--- src/rtl/riscv_pkg.sv ---
// Shared core definitions: arbiter FSM states, requester IDs, counter width.
package riscv_pkg;

    typedef enum logic [1:0] {
        IDLE   = 2'd0,
        ACCESS = 2'd1,
        DONE   = 2'd2
    } arb_state_e;

    // Requester identifiers, also the encoding of the last-grant register.
    localparam logic REQ_IF = 1'b0;
    localparam logic REQ_D  = 1'b1;

    // Access-cycle counter width; bounds LAT to 1..15.
    localparam int CNT_W = 4;

endpackage

--- src/rtl/mem_arb_pick.sv ---
// Tie-break for the memory arbiter.
// MEM_ARB_RR_EN defined: ties alternate, going to the requester not granted last.
// MEM_ARB_RR_EN undefined: ties always go to the data path.
module mem_arb_pick
    import riscv_pkg::*;
(
    output logic winner,
    input  logic if_req,
    input  logic d_req
`ifdef MEM_ARB_RR_EN
    ,
    input  logic last_gnt
`endif
);

    // Single requester always wins; only a tie consults the policy.
    always_comb begin
        winner = d_req ? REQ_D : REQ_IF;
`ifdef MEM_ARB_RR_EN
        if (if_req && d_req) begin
            winner = (last_gnt == REQ_D) ? REQ_IF : REQ_D;
        end
`endif
    end

endmodule

--- src/rtl/mem_arbiter.sv ---
// Shares the single memory2c port between instruction fetch and load/store.
// One transaction at a time: grant in IDLE, LAT cycles of ACCESS, one-cycle
// acknowledge in DONE. Optional round-robin tie-break under MEM_ARB_RR_EN.
module mem_arbiter
    import riscv_pkg::*;
#(
    parameter int LAT = 1,
    parameter int AW  = 32,
    parameter int DW  = 32
) (
    input  logic          clk,
    input  logic          rst,
    input  logic          if_req,
    input  logic [AW-1:0] if_addr,
    output logic          if_gnt,
    output logic          if_ack,
    output logic [DW-1:0] if_rdata,
    input  logic          d_req,
    input  logic          d_wr,
    input  logic [AW-1:0] d_addr,
    input  logic [DW-1:0] d_wdata,
    output logic          d_gnt,
    output logic          d_ack,
    output logic [DW-1:0] d_rdata,
    output logic [AW-1:0] mem_addr,
    output logic [DW-1:0] mem_wdata,
    output logic          mem_enable,
    output logic          mem_wr,
    input  logic [DW-1:0] mem_rdata
);

    generate
        if (LAT < 1 || LAT > 15) begin : g_lat_check
            $error("mem_arbiter: LAT must be in 1..15");
        end
    endgenerate

    localparam logic [CNT_W-1:0] LAT_M1 = CNT_W'(LAT - 1);

    arb_state_e       state_q, state_d;
    logic [CNT_W-1:0] cnt_q, cnt_d;
    logic             win_q, win_d;
    logic [AW-1:0]    addr_q, addr_d;
    logic [DW-1:0]    wdata_q, wdata_d;
    logic             wr_q, wr_d;
    logic [DW-1:0]    if_rdata_q, if_rdata_d;
    logic [DW-1:0]    d_rdata_q, d_rdata_d;
    logic             winner;

`ifdef MEM_ARB_RR_EN
    logic             last_q, last_d;
`endif

    mem_arb_pick u_pick (
        .winner   (winner),
        .if_req   (if_req),
        .d_req    (d_req)
`ifdef MEM_ARB_RR_EN
        ,
        .last_gnt (last_q)
`endif
    );

    assign if_rdata = if_rdata_q;
    assign d_rdata  = d_rdata_q;

    // Next-state and output decode; memory bus is zero outside ACCESS.
    always_comb begin
        state_d    = state_q;
        cnt_d      = cnt_q;
        win_d      = win_q;
        addr_d     = addr_q;
        wdata_d    = wdata_q;
        wr_d       = wr_q;
        if_rdata_d = if_rdata_q;
        d_rdata_d  = d_rdata_q;
`ifdef MEM_ARB_RR_EN
        last_d     = last_q;
`endif
        if_gnt     = 1'b0;
        d_gnt      = 1'b0;
        if_ack     = 1'b0;
        d_ack      = 1'b0;
        mem_enable = 1'b0;
        mem_wr     = 1'b0;
        mem_addr   = '0;
        mem_wdata  = '0;

        case (state_q)
            IDLE: begin
                // Gating with rst keeps grants low while reset is held.
                if (rst && (if_req || d_req)) begin
                    if_gnt  = (winner == REQ_IF);
                    d_gnt   = (winner == REQ_D);
                    win_d   = winner;
                    cnt_d   = LAT_M1;
                    state_d = ACCESS;
`ifdef MEM_ARB_RR_EN
                    last_d  = winner;
`endif
                    if (winner == REQ_D) begin
                        addr_d  = d_addr;
                        wdata_d = d_wdata;
                        wr_d    = d_wr;
                    end else begin
                        addr_d  = if_addr;
                        wdata_d = '0;
                        wr_d    = 1'b0;
                    end
                end
            end
            ACCESS: begin
                mem_enable = 1'b1;
                mem_addr   = addr_q;
                mem_wdata  = wdata_q;
                if (cnt_q == '0) begin
                    // Final access cycle: the only write edge of a store.
                    mem_wr  = wr_q;
                    state_d = DONE;
                    if (win_q == REQ_IF) begin
                        if_rdata_d = mem_rdata;
                    end else if (!wr_q) begin
                        d_rdata_d = mem_rdata;
                    end
                end else begin
                    cnt_d = cnt_q - 1'b1;
                end
            end
            DONE: begin
                if_ack  = (win_q == REQ_IF);
                d_ack   = (win_q == REQ_D);
                state_d = IDLE;
            end
            default: state_d = IDLE;
        endcase
    end

    // State and latched-transaction registers.
    always_ff @(posedge clk or negedge rst) begin
        if (!rst) begin
            state_q    <= IDLE;
            cnt_q      <= '0;
            win_q      <= REQ_IF;
            addr_q     <= '0;
            wdata_q    <= '0;
            wr_q       <= 1'b0;
            if_rdata_q <= '0;
            d_rdata_q  <= '0;
        end else begin
            state_q    <= state_d;
            cnt_q      <= cnt_d;
            win_q      <= win_d;
            addr_q     <= addr_d;
            wdata_q    <= wdata_d;
            wr_q       <= wr_d;
            if_rdata_q <= if_rdata_d;
            d_rdata_q  <= d_rdata_d;
        end
    end

`ifdef MEM_ARB_RR_EN
    // Last-grant register; resets to fetch so the first tie goes to data.
    always_ff @(posedge clk or negedge rst) begin
        if (!rst) last_q <= REQ_IF;
        else      last_q <= last_d;
    end
`endif

endmodule

--- config.mk ---
export PLATFORM = sky130hd
export DESIGN_NAME = mem_arbiter
export DESIGN_NICKNAME = d
export VERILOG_FILES = /design/src/rtl/riscv_pkg.sv /design/src/rtl/mem_arb_pick.sv /design/src/rtl/mem_arbiter.sv
export SDC_FILE = /design/constraint.sdc
export NUM_CORES = 1
export LEC_CHECK = 0
export BUFFER_PORTS_ARGS = -buffer_cell sky130_fd_sc_hd__buf_2
export CORE_ASPECT_RATIO = 1.25
export CORE_MARGIN = 5
export CORE_UTILIZATION = 40
export DETAILED_ROUTE_END_ITERATION = 12
export PLACE_DENSITY = 0.69
export SYNTH_ARGS = -nofsm -noshare
export SYNTH_HDL_FRONTEND = slang
export SYNTH_HIERARCHICAL = 1
export SYNTH_SLANG_ARGS = --single-unit
--- constraint.sdc ---
create_clock -name clk -period 2.5 [get_ports clk]
set_input_delay 0.5 -clock clk [delete_from_list [all_inputs] [get_ports clk]]
set_output_delay 0.5 -clock clk [all_outputs]
set_load 0.02 [all_outputs]
### Yosys cells after proc, flatten, opt, wreduce, memory -nomap -nowiden

Index checks and enable logic that the tools add are counted.

* register bits: 136
* input port bits: 133
* output and inout port bits: 134
* word-level logic and storage cells: 48

* add/sub/neg operators: 1
* eq/ne operators: 5
* mux-type cells: 21
* bitwise operators: 3
* reduce and logical (&&, ||, !) cells: 10

Operators by type and width (number)
* $mux W32: 4
* $mux W1: 11
* $mux W4: 2
* $pmux W4 S2: 1
* $ne A2 B2 Y1 const B: 3
* $reduce_and A3 Y1: 2
* $logic_not A4 Y1: 1
* $mux W2: 2
* $pmux W2 S2: 1
* $reduce_and A2 Y1: 2
* $reduce_and A4 Y1: 1
* $sub A4 B1 Y4 const B: 1
* $not A1 Y1: 3
* $eq A2 B1 Y1 const B: 1
* $eq A2 B2 Y1 const B: 1
* $logic_not A2 Y1: 1
* $reduce_bool A2 Y1: 1
* $logic_and A1 B1 Y1: 1
* $logic_or A1 B1 Y1: 1

### Longest topological paths before layout

Gate-level depths: netlist of run 1.

* depth after elaboration: 4
* gate-level depth with buffers: 6
* depth with buffers taken out: 5

### Modules after synthesis

The synthesis of run 1 kept the hierarchy.

Modules (own cells, without submodules)
* mem_arbiter: instances 1, cells an instance 499, area each 6248.5 um^2, sequential area each 3403.3 um^2
* mem_arb_pick: instances 1, cells an instance 1, area each 7.5 um^2, sequential area each 0.0 um^2

### Worst setup path before layout of run 1

OpenSTA, ideal clock, no wires.

* kind: input-to-output
* start: input rst
* end: output if_gnt
* arrival: 1.752 ns
* data required time: 2.000 ns
* slack: 0.248 ns
* stages: 5
* path buffers: 3
* path through: or3b_1 > buf_2 > buf_6 > buf_2 > nor3_1

* cells in the longest elaborated chain, start to end: 3

RTL lines
* from (decl): line mem_arbiter.sv:12 `input logic rst,`
* $logic_and A1 B1 Y1: line mem_arbiter.sv:92 `if (rst && (if_req || d_req)) begin`
* $mux W1: line mem_arbiter.sv:92
* $mux W1: line mem_arbiter.sv:89 `case (state_q)`
* to (decl): line mem_arbiter.sv:15 `output logic if_gnt,`

No other way between the ends.

### Worst setup path after layout of run 1

* start: register state_q[1]
* end: output mem_addr[21]

* cells in the longest elaborated chain, start to end: 2

RTL lines
* from (decl): line mem_arbiter.sv:40 `arb_state_e state_q, state_d;`
* from (signal assigned): line mem_arbiter.sv:150 `state_q <= state_d;`
* $eq A2 B1 Y1: line mem_arbiter.sv:89
* $mux W32: line mem_arbiter.sv:89
* to (decl): line mem_arbiter.sv:25 `output logic [AW-1:0] mem_addr,`

No other way between the ends.

==> results of run 1 <==
[layout by cell type, fill, tap and decap left out, drive strengths merged, types with 2 or more instances in the layout]
cell	n
or3b	2
clkinvlp	4
mux2	129
inv	9
bufinv	2
buf	278
clkbuf	19
nor2	3
nor3b	2
o22ai	3
o31ai	33
o21ai	34
clkinv	3
dfrtp	136
and2	65
nor3	3
nand2	34
ha	2
[flip-flops by register name (all words and copies together) (netlist names)]
register,cells
d_rdata,32
state_q,2
cnt_q,4
wr_q,1
win_q,1
if_rdata,32
wdata_q,32
addr_q,32
[power groups by stage]
stage                     Sequential [mW]  Clock, mW  Combinational (mW)
after floorplan                      3.97          0                1.10
after global placement               3.34          0                2.68
after detailed placement             3.38          0                2.76
after CTS                            3.34       2.50                2.76
after global routing                 3.43       2.60                2.92
final                                3.33       2.43                2.72
[layout make-up]
cell class              count  area, um2  area share, %
inverters                   5       18.8          0.225
clock inverters            13        144           1.73
well taps                 212        265           3.19
multi-input cells         319       2620           31.5
clock buffers              19        433           5.20
repair buffers            278       1440           17.3
flip-flops and latches    136       3400           40.9
[logic make-up after synthesis]
group,share of synthesized area [%]
buffers and inverters,3.88
xor gates and xnor gates,0.140
adders and majority gates,0.400
muxes,23.2
and+or+nand+nor,10.9
AOI/OAI and AO/OA,7.10
DFF,54.4
[per-layer routing]
metal  GRT usage, %  wire length [um]  up-vias
met1           20.6              6350     2373
li1               -                 -     2261
met3           3.40               872       32
met4           7.74               448        0
met2           30.4              8640      165
met5              0                 0        -
[through the flow]
step           hold slack, ns  instance area (um2)  cells  power [mW]  utilization [%]
2_1_floorplan           0.204                 6260    500        5.07                -
3_3_place_gp            0.463                 7740    950        6.02             49.9
3_5_place_dp            0.471                 7740    950        6.14             49.9
4_1_cts                 0.253                 8320    982        8.61             53.7
5_1_grt                 0.306                 8330    982        8.94             53.7
6_report                0.246                 8330    982        8.48             53.7
[worst max-delay path by stage]
stage / startpoint / endpoint / slack (ns) / cells after the start
after floorplan: rst / if_gnt / 0.25 / 5
after global placement: rst / d_rdata[5]$_DFFE_PN0P_ / 0.29 / 3
after detailed placement: rst / d_rdata[6]$_DFFE_PN0P_ / 0.18 / 3
after CTS: state_q[1]$_DFFE_PN0P_ / mem_wr / 0.03 / 5
after global routing: state_q[1]$_DFFE_PN0P_ / mem_wr / 0.004 / 5
final: state_q[1]$_DFFE_PN0P_ / mem_addr[21] / 0.11 / 5
[what timing repair did]
action	4_1_cts	5_1_grt
gates resized for setup	0	2
setup endpoints to repair	0	39
buffers inserted	0	0
==> flow_summary.toml, run 1 <==
[cells_and_area]
n_fill_cell = 1381
finalNetCount = 892
drive_gt1_share_pct = 57.1
area_growth_pct = 33.1
diodes = 0

[power_and_ir_drop]
power.leakage_nw = 4.06
seqPwrFrac_pct = 39.3
pwr-share-comb_pct = 32.1
pwr-share-clk_pct = 28.7
intPower_mw = 5.61
ir_drop_mv = 0.429
switching_share_pct = 33.8
switching_power_mw = 2.87
p_per_area_nw_per_um2 = 1020

[synth]
syn_avg_cell_area_um2 = 12.5
yosysSeqAreaShare_pct = 54.4
synth_commonest_cells = "dfrtp_1, mux2_2, and2_1"
yosys.area.top_type_share_pct = 54.4
synth_cell_types = 32
yosysMostFrequentCell = "dfrtp_1"
synth_area_leaders = "dfrtp_1, mux2_2, and2_1"
yosys_warnings = 6
synthesis.area_um2 = 6260
synthCells = 500
ys_seq_elements = 136
synth_edf_count = 0
synthesis.nets = 635
dominantRegCellSynth = "dfrtp_1"
synth-async-reset-ratio_pct = 100
synth_area_leader_cell = "dfrtp_1"

[die]
start_util_pct = 40.3
io_pins = 267
die_h_um = 150
fp.dieArea_um2 = 18300
core_um2 = 15500
rows = 51
die_w_um = 122

[timing]
finalHoldViolCount = 0
setup_ws_ns = 0.113
finalSetupViolCount = 0
tightest_slew_ns = 1.09
setup_tns_ns = 0
slew_viol_final = 0
fmax_ghz = 0.419
max_slew_margin_pct = 27.2
fin_crit_sh_pct = 95.5
skew_ns = 0.0106
post-route-min-period_ns = 2.39
rsz0062_at_grt = "no"

[worst_setup_path]
rr_worst_depth = 6
r2r_slack_ns = 0.49
cp.arrival_ns = 1.89
cp_cell_sequence = "nand2b_1 -> inv_1 -> buf_4 -> and2_1 -> buf_2"
path_buf_inv = 3
crit_slowest_cell = "dfrtp_1"
worstSetupEndpointType = "output pin"
critical-path-max-stage-delay_ns = 0.40
r2r_start = "cnt_q[0]$_DFFE_PN0P_"
r2r-end = "if_rdata[12]$_DFFE_PN0P_"
cp.required_ns = 2.00
worstPathMaxFanout = 29
startpoint_type = "flop"
crit_family = "buffers and inverters"
crit_type = "reg2out"

[min_path]
hp-class = "in2async"

[grt]
antenna_found_initial = 0
grt_pass1_wl_mm = 25.3
grt_pass1_vias = 5146
grt_usage_pct = 17.4
grt_max_degree = 84
grt-ovfl-total = 0

[drt]
wl_per_cell_um = 16.6
via_per_inst = 4.92
detail-route-antenna-nets = 0
drt-initial-drc-count = 305
routed_wl_mm = 16.3
dr.pass1.iters = 4
via_count = 4831
drc = 0

[placement]
dp_slack_ns = 0.177
gp_congestion = 0.759
dp_hpwl_mm = 11.9
io_buffers = 266

[clock_network]
clkTransAtPathRegs_ns = 0.06
cts_tree = "yes"
root_buffer = "clkbuf_16"
cts_max_level = 4
clock_path_buffers = 2
cts_made_buffers = 17
clkLatencyLatePin_ns = 0.40
ctsHoldBuffers = 0
cts.sinks = 136

[job]
drv_cap = 0

[run_status]
status = "completed"
Note: power is estimated with default switching activity, not from simulation.
==> inputs of run 2 (changes only) <==
--- a/config.mk
+++ b/config.mk
@@ -10,7 +10,8 @@
 export CORE_MARGIN = 5
 export CORE_UTILIZATION = 40
 export DETAILED_ROUTE_END_ITERATION = 12
-export PLACE_DENSITY = 0.69
+export HOLD_SLACK_MARGIN = 0.06
+export PLACE_DENSITY = 0.78
 export SYNTH_ARGS = -nofsm -noshare
 export SYNTH_HDL_FRONTEND = slang
 export SYNTH_HIERARCHICAL = 1
==> run 2 against run 1 <==
Compared with the run above: combinational power is essentially flat; non-clock buffer count grew 1; critical endpoint is now mem_wr; hold slack gained 0.016 ns; highest routed layer unchanged; clock power grew 8.2%; largest power group unchanged; die area is the same; routed wire length shrank 5.6%; cell area grew 0.78%; critical path type unchanged; worst setup slack gained 0.076 ns.
==> flow_summary.toml, run 2 (synthesized netlist as in run 1, its figures left out) <==
[cells_and_area]
drive_gt1_share_pct = 57.1
diodes = 0
final_cell_mix = "buf_2, dfrtp_1, mux2_2"
area_growth_pct = 34.2
layout_commonest_cell = "buf_2"
finalNetCount = 893

[worst_setup_path]
worstPathMaxFanout = 4
r2r_start = "state_q[0]$_DFFE_PN0P_"
worstSetupStartpoint = "cnt_q[0]$_DFFE_PN0P_"
worstSetupEndpointType = "output pin"
crit_slowest_cell = "dfrtp_1"
path_buf_inv = 2
critical-path-max-stage-delay_ns = 0.38
cp.required_ns = 2.00
startpoint_type = "flop"
cp.arrival_ns = 1.81
crit_type = "reg2out"
cp_cell_sequence = "inv_1 -> ha_1 -> nor3b_1 -> and3_1 -> buf_2"
crit_family = "simple AND/OR/NAND/NOR gates"

[die]
io_pins = 267
die_h_um = 150
die_w_um = 122
core_um2 = 15500
start_util_pct = 40.3
rows = 51
fp.dieArea_um2 = 18300

[power_and_ir_drop]
p_per_area_nw_per_um2 = 1030
ir_drop_mv = 0.319
power.leakage_nw = 4.11
finalPower_mw = 8.66

[drt]
via_count = 4733
wl_per_cell_um = 15.7
routed_wl_mm = 15.4
dr.pass1.iters = 4
via_per_inst = 4.81
detail-route-antenna-nets = 0
drt-initial-drc-count = 238
drc = 0

[job]
drv_cap = 0

[timing]
rsz0062_at_grt = "no"
fmax_ghz = 0.433
finalHoldViolCount = 0
finalSetupViolCount = 0
max_slew_margin_pct = 39.2
tightest_slew_ns = 0.912
setup_tns_ns = 0
whs_ns = 0.261
post-route-min-period_ns = 2.31
skew_ns = 0.00971
fin_crit_sh_pct = 92.4
slew_viol_final = 0
setup_ws_ns = 0.189

[placement]
dp_slack_ns = 0.312
dp_hpwl_mm = 11.5
gp_congestion = 0.795
io_buffers = 266

[grt]
grt_pass1_vias = 5050
grt_usage_pct = 17.0
grt_max_degree = 73
grt-ovfl-total = 0
use_met3_pct = 4.46
met2_usage_pct = 30.9
grt_pass1_wl_mm = 24.4
grt_busiest_layer = "met2"
grt_util_met1_pct = 18.3
antenna_found_initial = 0

[clock_network]
root_buffer = "clkbuf_16"
cts_made_buffers = 17
ctsHoldBuffers = 0
cts_max_level = 4
clkTransAtPathRegs_ns = 0.05
postCtsSetupRepairBufs = 0
clkLatencyLatePin_ns = 0.41
clock_path_buffers = 2
ctsResizeCount = 0
cts.sinks = 136
cts_tree = "yes"

[min_path]
hp-class = "in2async"

[run_status]
status = "completed"
-- run 2: through the flow --
step | util (%) | cells | cell area, um2
detailed placement | 50.1 | 951 | 7760
global placement | 50.1 | 951 | 7760
finish | 54.1 | 983 | 8390
CTS | 54.1 | 983 | 8390
floorplan | - | 500 | 6260
global route | 54.1 | 983 | 8390
-- run 2: path summary, 6_finish.rpt --
| check | to | slack, ns | depth (start not counted) |
|---|---|---|---|
| worst max-delay path | mem_wr | 0.19 | 5 |
| worst min-delay path | if_rdata[28]$_DFFE_PN0P_ | 0.26 | 2 |
| worst max register to register | addr_q[12]$_DFFE_PN0P_ | 0.51 | 4 |
| worst min register to register | addr_q[4]$_DFFE_PN0P_ | 0.48 | 1 |
| max in group asynchronous | addr_q[8]$_DFFE_PN0P_ | 1.59 | 2 |
| min in group clk | d_rdata[6]$_DFFE_PN0P_ | 0.32 | 2 |
-- run 2: power by group --
group | leakage (nW) | switching (mW) | total (mW) | internal, mW
Clock | 0.311 | 0.908 | 2.63 | 1.72
Sequential | 1.65 | 0.354 | 3.32 | 2.97
Combinational | 2.15 | 1.53 | 2.70 | 1.17
-- run 2: cell type report --
type,count,area (um2)
Fill cell,1365,7110
Sequential cell,136,3400
Multi-Input combinational cell,319,2620
Timing Repair Buffer,279,1460
Clock buffer,21,460
Tap cell,212,265
Clock inverter,11,170
Inverter,5,18.8
-- run 2: per-layer routing --
layer | wire length (um) | share of wire, %
met1 | 5620 | 37
met2 | 8200 | 53
met3 | 1170 | 7.6
met4 | 408 | 2.6
met5 | 0 | 0
